**config.mk**
```make
export PLATFORM = sky130hd
export DESIGN_NAME = mac_unit_pragmatic_seq
export DESIGN_NICKNAME = d
export VERILOG_FILES = /design/src/rtl/mac_unit_pragmatic_seq.sv
export SDC_FILE = /design/constraint.sdc
export NUM_CORES = 1
export LEC_CHECK = 0
export CAP_MARGIN = 40
export CORE_MARGIN = 1.5
export CORE_UTILIZATION = 56
export DETAILED_ROUTE_END_ITERATION = 10
export GPL_TIMING_DRIVEN = 0
export PLACE_DENSITY = 0.81
export SLEW_MARGIN = 20
export SYNTH_ARGS = -nofsm -noshare
export SYNTH_HDL_FRONTEND = slang
export SYNTH_SLANG_ARGS = --single-unit
```
**constraint.sdc**
```tcl
create_clock -name clk -period 18 [get_ports clk]
set_input_delay 3.6 -clock clk [delete_from_list [all_inputs] [get_ports clk]]
set_output_delay 3.6 -clock clk [all_outputs]
set_load 0.1 [all_outputs]
```
**src/rtl/mac_unit_pragmatic_seq.sv**
```systemverilog
// Sequential bit-pragmatic MAC: latches an activation vector, then accumulates
// shift/negate-encoded weight terms beat by beat into a wrapping accumulator.

module mac_unit_pragmatic_seq_lane #(
  parameter int DATA_WIDTH  = 8,
  parameter int SHIFT1_BITS = 2,
  parameter int LANE_W      = DATA_WIDTH + 1 + (2**SHIFT1_BITS - 1)
) (
  input  logic [DATA_WIDTH-1:0]  act_i,
  input  logic [SHIFT1_BITS-1:0] sel_i,
  input  logic                   en_i,
  input  logic                   neg_i,
  output logic [LANE_W-1:0]      lane_o
);
  logic [DATA_WIDTH:0] act_x;
  logic [DATA_WIDTH:0] val;
  logic [LANE_W-1:0]   ext;

  // One extra bit so negating the most-negative activation cannot overflow.
  assign act_x  = {act_i[DATA_WIDTH-1], act_i};
  assign val    = neg_i ? -act_x : act_x;
  assign ext    = {{(LANE_W-DATA_WIDTH-1){val[DATA_WIDTH]}}, val};
  assign lane_o = en_i ? (ext << sel_i) : '0;
endmodule

module mac_unit_pragmatic_seq #(
  parameter int DATA_WIDTH  = 8,
  parameter int VEC_LENGTH  = 16,
  parameter int SHIFT1_BITS = 2,
  parameter int SHIFT2_BITS = 3,
  parameter int ACC_WIDTH   = DATA_WIDTH + 16,
  parameter int MAX_TERMS   = 8
) (
  input  logic                              clk,
  input  logic                              reset,
  input  logic                              start,
  output logic                              in_ready,
  input  logic                              load_accum,
  input  logic [ACC_WIDTH-1:0]              accum_prev,
  input  logic [VEC_LENGTH*DATA_WIDTH-1:0]  act_in,
  input  logic                              term_valid,
  output logic                              term_ready,
  input  logic                              term_last,
  input  logic [VEC_LENGTH*SHIFT1_BITS-1:0] shift1_sel,
  input  logic [VEC_LENGTH-1:0]             shift1_en,
  input  logic [VEC_LENGTH-1:0]             is_neg,
  input  logic [SHIFT2_BITS-1:0]            shift2_sel,
  input  logic                              shift2_en,
  output logic                              out_valid,
  input  logic                              out_ready,
  output logic [ACC_WIDTH-1:0]              result,
  output logic                              term_overflow
);
  localparam int LANE_W = DATA_WIDTH + 1 + (2**SHIFT1_BITS - 1);
  localparam int SUM_W  = LANE_W + $clog2(VEC_LENGTH);
  localparam int SHW    = SUM_W + (2**SHIFT2_BITS - 1);
  localparam int EXT_W  = (SHW > ACC_WIDTH) ? SHW : ACC_WIDTH;
  localparam int CNT_W  = $clog2(MAX_TERMS + 1);

  typedef enum logic [1:0] {IDLE, ACCUM, DONE} state_t;

  state_t                          state_q, state_d;
  logic [ACC_WIDTH-1:0]            acc_q, acc_d;
  logic [CNT_W-1:0]                cnt_q, cnt_d;
  logic [VEC_LENGTH*DATA_WIDTH-1:0] act_q, act_d;
  logic                            ovf_q, ovf_d;

  logic [VEC_LENGTH-1:0][LANE_W-1:0] lanes;
  logic [SUM_W-1:0]                  lane_sum;
  logic [EXT_W-1:0]                  sum_ext;
  logic [EXT_W-1:0]                  sum_sh;
  logic [ACC_WIDTH-1:0]              term;

  for (genvar j = 0; j < VEC_LENGTH; j++) begin : g_lane
    mac_unit_pragmatic_seq_lane #(
      .DATA_WIDTH (DATA_WIDTH),
      .SHIFT1_BITS(SHIFT1_BITS),
      .LANE_W     (LANE_W)
    ) u_lane (
      .act_i (act_q[j*DATA_WIDTH +: DATA_WIDTH]),
      .sel_i (shift1_sel[j*SHIFT1_BITS +: SHIFT1_BITS]),
      .en_i  (shift1_en[j]),
      .neg_i (is_neg[j]),
      .lane_o(lanes[j])
    );
  end

  // Full-precision lane sum; the shared shift is applied before truncating to ACC_WIDTH.
  always_comb begin
    lane_sum = '0;
    for (int j = 0; j < VEC_LENGTH; j++)
      lane_sum = lane_sum + {{(SUM_W-LANE_W){lanes[j][LANE_W-1]}}, lanes[j]};
  end

  assign sum_ext = {{(EXT_W-SUM_W){lane_sum[SUM_W-1]}}, lane_sum};
  assign sum_sh  = sum_ext << shift2_sel;
  assign term    = shift2_en ? sum_sh[ACC_WIDTH-1:0] : '0;

  always_comb begin
    state_d = state_q;
    acc_d   = acc_q;
    cnt_d   = cnt_q;
    act_d   = act_q;
    ovf_d   = ovf_q;
    unique case (state_q)
      IDLE: if (start) begin
        act_d   = act_in;
        acc_d   = load_accum ? accum_prev : '0;
        cnt_d   = '0;
        ovf_d   = 1'b0;
        state_d = ACCUM;
      end
      ACCUM: if (term_valid) begin
        acc_d = acc_q + term;
        cnt_d = cnt_q + 1'b1;
        if (term_last) begin
          ovf_d   = 1'b0;
          state_d = DONE;
        end else if (cnt_q == CNT_W'(MAX_TERMS - 1)) begin
          ovf_d   = 1'b1;
          state_d = DONE;
        end
      end
      DONE: if (out_ready) state_d = IDLE;
      default: state_d = IDLE;
    endcase
  end

  always_ff @(posedge clk or posedge reset) begin
    if (reset) begin
      state_q <= IDLE;
      acc_q   <= '0;
      cnt_q   <= '0;
      act_q   <= '0;
      ovf_q   <= 1'b0;
    end else begin
      state_q <= state_d;
      acc_q   <= acc_d;
      cnt_q   <= cnt_d;
      act_q   <= act_d;
      ovf_q   <= ovf_d;
    end
  end

  assign in_ready      = (state_q == IDLE);
  assign term_ready    = (state_q == ACCUM);
  assign out_valid     = (state_q == DONE);
  assign result        = acc_q;
  assign term_overflow = ovf_q;
endmodule

```
# == Word level (Yosys, flattened, before mapping) ==
# Index checks and enable logic that the tools add are counted.
# word_totals
input_bits,227
wordCells,119
reg_bits,159
# classes
n_reduce_logical,6
shift,17
addsub,33
eq_ne,7
mux,51
# ops
operator,count
$mux 12,16
$shl 12x2->12,16
$add 16x16->16,11
$mux 9,16
$neg 9->9,16
$mux 24,4
$pmux 24 s2,1
$add 24x24->24,1
$shl 24x3->24,1
$add 15x12->16,1
$add 14x12->15,1
$add 13x12->14,1
$add 12x12->13,1
$mux 2,5
$mux 4,2
$pmux 4 s2,1
$reduce_and 4->1,2
$pmux 2 s3,1
$add 4x1->4 const B,1
$eq 4x3->1 const B,1
$mux 1,4
$ne 2x2->1 const B,2
$ne 3x1->1 const B,1
$reduce_and 3->1,1
7 further kinds,7

# == Longest topological paths before layout ==
# Gate-level depths: netlist of run 1.
# logic_depth
depth_word,24
mapped_depth,41
depth_no_buf,41

# == By module ==
# A second synthesis of run 1 with hierarchy kept.
# hier_totals
hier_cells,3028
area_unflattened_um2,24479.7
# modules_own_cells
module,seq_area_each_um2,cells_per_inst,instances,area_each_um2
mac_unit_pragmatic_seq,3978.8,1540,1,13509.2
mac_unit_pragmatic_seq_lane,0.0,93,16,685.7

# == Worst setup path before layout of run 1 ==
# Ideal clock, no wire load.
# synth_timing
path_type,input port to flip-flop
start,in shift1_sel[0]
end,"reg acc_q[23], in the netlist result[23]"
path_buffers,1
required_ns,17.879
path_stages,33
t_arrival_ns,11.766
setup_slack_ns,6.113
cell_sequence,clkbuf_1 -> mux4_2 -> o21a_1 -> o211a_1 -> fa_1 -> fa_1 -> fa_1 -> inv_1 -> fa_1 -> inv_1 -> fa_1 -> fa_1 -> ha_1 -> fa_1 -> a21o_1 -> a21oi_1 -> o21bai_1 -> a21oi_1 -> xor2_1 -> mux2i_1 -> o21ai_0 -> mux2i_1 -> and2_1 -> ha_1 -> o21ai_0 -> o211ai_1 -> o311ai_0 -> o32ai_2 -> a41o_1 -> a31o_2 -> xnor2_2 -> a21oi_1 -> o21ba_1
# synth_between
elab_chain_len,22
# synth_rtl
element,line,text
from (decl),44,"input logic [VEC_LENGTH*SHIFT1_BITS-1:0] shift1_sel,"
$shl 12x2->12,23,assign lane_o = en_i ? (ext << sel_i) : '0;
$mux 12,23,
$add 12x12->13,92,"lane_sum = lane_sum + {{(SUM_W-LANE_W){lanes[j][LANE_W-1]}}, lanes[j]};"
$add 13x12->14,92,
$add 14x12->15,92,
$add 15x12->16,92,
$add 16x16->16 (11 in series),92,
$shl 24x3->24,96,assign sum_sh = sum_ext << shift2_sel;
$mux 24,97,assign term = shift2_en ? sum_sh[ACC_WIDTH-1:0] : '0;
$add 24x24->24,114,acc_d = acc_q + term;
$mux 24,113,ACCUM: if (term_valid) begin
$pmux 24 s2,105,unique case (state_q)
to (signal assigned),132,acc_q <= '0;
to (signal assigned),138,acc_q <= acc_d;
to (decl),63,"logic [ACC_WIDTH-1:0] acc_q, acc_d;"
# No other way between the ends. The select of a mux whose other input is x is not followed.
# A chain may end at the register's enable or synchronous reset.

# == Worst setup path after layout of run 1 ==
# layout_timing
start,in is_neg[11]
end,"reg acc_q[23], in the netlist result[23]"
# layout_between
elab_chain_len,13
# layout_rtl
element,line,text
from (decl),46,"input logic [VEC_LENGTH-1:0] is_neg,"
$mux 9,21,assign val = neg_i ? -act_x : act_x;
$shl 12x2->12,23,
$mux 12,23,
$add 16x16->16 (5 in series),92,
$shl 24x3->24,96,
$mux 24,97,
$add 24x24->24,114,
$mux 24,113,
$pmux 24 s2,105,
# No other way between the ends. The select of a mux whose other input is x is not followed.

==> results.sh, run 1 <==
export IMPL_synthMuxAreaShare_pct=12.6
export IMPL_drive_gt1_share_pct=8.10
export IMPL_synth_edf_count=0
export IMPL_final_common_cell="nand2_1"
export IMPL_cts_buffers=17
export IMPL_fin_nets=3105
export IMPL_synth_flop_cell="dfrtp_1"
export IMPL_cts_tree="yes"
export IMPL_wire_per_inst_um=17.9
export IMPL_synthAdderAreaFrac_pct=21.7
export IMPL_grt_use_met2_pct=53.6
export IMPL_crit_buf_inv=6
export IMPL_yosysUniqueCellTypes=77
export IMPL_crit_family="compound AO/OA/AOI/OAI gates"
export IMPL_ant_nets=0
export IMPL_post_route_min_period_ps=12880
export IMPL_grt_util_met1_pct=41.1
export IMPL_gp_congestion=0.977
export IMPL_syn_to_final_growth_pct=19.7
export IMPL_synth_top_family_by_area="adder cells"
export IMPL_grt_overflow=0
export IMPL_maxCapViolCount=0
export IMPL_portBuffers=224
export IMPL_ys_top_cells_by_area="dfrtp_1 20%, fa_1 18%, mux2_2 7.3%, nand2_1 5.5%, mux2i_1 5.0%"
export IMPL_use_met3_pct=4.79
export IMPL_antennaDiodeCount=0
export IMPL_num_rows=68
export IMPL_drc=0
export IMPL_crit_top_cell="fa_1"
export IMPL_synth_seq_cells=159
export IMPL_chipHeight_um=191
export IMPL_synth_area_leader_cell="dfrtp_1"
export IMPL_worstPathMaxFanout=10
export IMPL_tightest_slew_ps=754
export IMPL_coreArea_um2=34700
export IMPL_cts_clk_slew_worst_paths_ps=80
export IMPL_yosysWarnings=0
export IMPL_synth_avg_cell_area_um2=8.40
export IMPL_synth_compound_area_share_pct=17.4
export IMPL_path_class="input pin to flop"
export IMPL_vias=18000
export IMPL_slew_headroom_pct=49.5
export IMPL_ys_seq_area_share_pct=20.0
export IMPL_clockBufferDepth=2
export IMPL_clk_latency_ps=480
export IMPL_async_flop_share_pct=100
export IMPL_fp_dieW_um=191
export IMPL_grt_busiest_layer="met2"
export IMPL_grt_usage_pct=31.2
export IMPL_synth_area_um2=19900
export IMPL_first_pass_iters=7
export IMPL_avgViaCountPerCell=5.80
export IMPL_clock_sinks=159
export IMPL_synthSimpleGateAreaFrac_pct=15.3
export IMPL_grt_max_degree=87
export IMPL_grt_pass1_wl_um=90500
export IMPL_drt_initial_drc_count=1438
export IMPL_finalMaxSlewViolations=0
export IMPL_ctsHoldBuffers=0
export IMPL_critical_path_max_stage_delay_ps=540
export IMPL_start_util_pct=57.2
export IMPL_hp_class="flop to flop"
export IMPL_dp_slack_ps=4830
export IMPL_die_area_um2=36600
export IMPL_fill_cells=2768
export IMPL_cts_resized=0
export IMPL_worst_slack_ps=5120
export IMPL_ios=255
export IMPL_setup_viol=0
export IMPL_crit_slowest_cell="fa_1"
export IMPL_finalWirelength_um=55700
export IMPL_synth_top_area_share_pct=20.0
export IMPL_setup_tns_ps=0
export IMPL_status="completed"
export IMPL_rsz0062_at_grt="no"
export IMPL_whs_ps=523
export IMPL_cts_htree_levels=4
export IMPL_antenna_found_initial=1
export IMPL_worst_setup_path_start_kind="input pin"
export IMPL_skew_ps=18.2
export IMPL_post_cts_buffers=0
export IMPL_cp_end_kind="flop"
export IMPL_cp_arrival_ps=13260
export IMPL_finalCritPeriodShare_pct=71.6
export IMPL_syn_nets=2831
export IMPL_fmax_mhz=77.6
export IMPL_synthXorXnorAreaFrac_pct=5.31
export IMPL_layout_common_cells="293 x nand2_1, 251 x inv_1, 224 x clkdlybuf4s50_1, 197 x o21ai_0, 177 x fa_1"
export IMPL_dp_hpwl_um=45500
export IMPL_grt_pass1_vias=18000
export IMPL_crit_required_ps=18370
export IMPL_root_buffer="clkbuf_16"
export IMPL_synthesis_instances=2366
export IMPL_hold_violations=0
routing by layer:
layer  routed length (um)  up-vias
met2                26900      627
met1                24200     8739
met4                 1290        2
met5                   13        -
li1                     -     8562
met3                 3200       95
worst reg2reg max path: cells and delay by family, from the launching register on:
| family | cells | cell delay (ps) |
|---|---|---|
| XOR/XNOR | 2 | 410 |
| multiplexers | 3 | 550 |
| adder cells (fa/ha/maj) | 9 | 4020 |
| buffers and inverters | 4 | 300 |
| AND/OR/NAND/NOR | 4 | 1080 |
| AO/OA/AOI/OAI | 15 | 3160 |
| flip-flops | 1 | 420 |
final cells by class:
type	count	area, um^2	area share, %
buffer	149	559	2.35
tap	455	569	2.39
sequential	159	3980	16.7
clock buffer	17	425	1.79
multi-input combinational	1804	14400	60.5
timing repair buffer	255	2720	11.4
clock inverter	15	189	0.795
inverter	254	961	4.04
cell usage after synthesis, types with 4 or more instances:
cell        n
dfrtp_1   159
o41ai_1    12
xnor2_1    53
ha_1       61
nor2b_1    35
a221oi_1    6
o31ai_1    26
o21a_1     11
nand2b_1   39
a21o_1     22
a31o_2      8
a222oi_1    5
mux2i_1    99
inv_1     252
nand4_1     4
and3_1     11
nand2_1   293
o21bai_1    5
and2_1     29
or3_1      19
a31oi_1    27
buf_1      13
nand3_1    25
or4_1      12
o21ai_1     9
mux2_2    128
xor2_1     63
o211ai_1   15
o211a_1    14
a211oi_1   25
nor2_1    144
a21oi_1   129
fa_1      177
clkbuf_1  136
nand3b_1    8
o21ai_0   197
nor3_1     13
nor3b_1    12
o22ai_1    13
metrics by stage:
step / utilization, % / instance area (um^2) / std cells
final: 68.5 / 23800 / 3108
after global routing: 68.5 / 23800 / 3108
after CTS: 68.5 / 23800 / 3108
after detailed placement: 66.7 / 23200 / 3076
after global placement: 65.3 / 22700 / 3045
after floorplan: - / 19900 / 2366
kinds of logic (layout without fill, tap and decap cells):
| logic type | count (synthesis) | count (layout) |
|---|---|---|
| DFF | 159 | 159 |
| muxes | 231 | 231 |
| AOI/OAI and AO/OA | 559 | 559 |
| and+or+nand+nor | 658 | 658 |
| buffers and inverters | 403 | 690 |
| xor gates and xnor gates | 118 | 118 |
| adders and majority gates | 238 | 238 |
state kept, by name, summed over array words and instances (netlist names):
| signal | cells |
|---|---|
| result | 24 |
| term_overflow | 1 |
| act_q | 128 |
| cnt_q | 4 |
| state_q | 2 |
worst paths after layout:
kind / startpoint / to / slack, ps / cells past startpoint
max: is_neg[11] / result[23] / 5120 / 36
min: state_q[1] / state_q[0] / 520 / 1
max reg2reg: act_q[8] / result[23] / 7980 / 37
min reg2reg: state_q[1] / state_q[0] / 520 / 1
max in group asynchronous: reset / result[13] / 13590 / 3
min in group asynchronous: reset / act_q[42] / 3570 / 2
Power of run 1 is left out: the tool's default activity adds up to more than one toggle a clock period on the data nets, which glitch-free logic cannot reach.
==> run 2, diff against run 1 <==
- clock period: 18 -> 12.9 ns (I/O delays scaled with it)
==> results of run 2 <==
Same layout as run 1 (identical final DEF). Status: completed.
Among the figures that moved: setup slack after placement 4830 ps -> 749 ps; setup slack after layout 5120 ps -> 1040 ps; register-to-register setup slack 7980 ps -> 2880 ps
Power of run 2 is left out for the same reason.
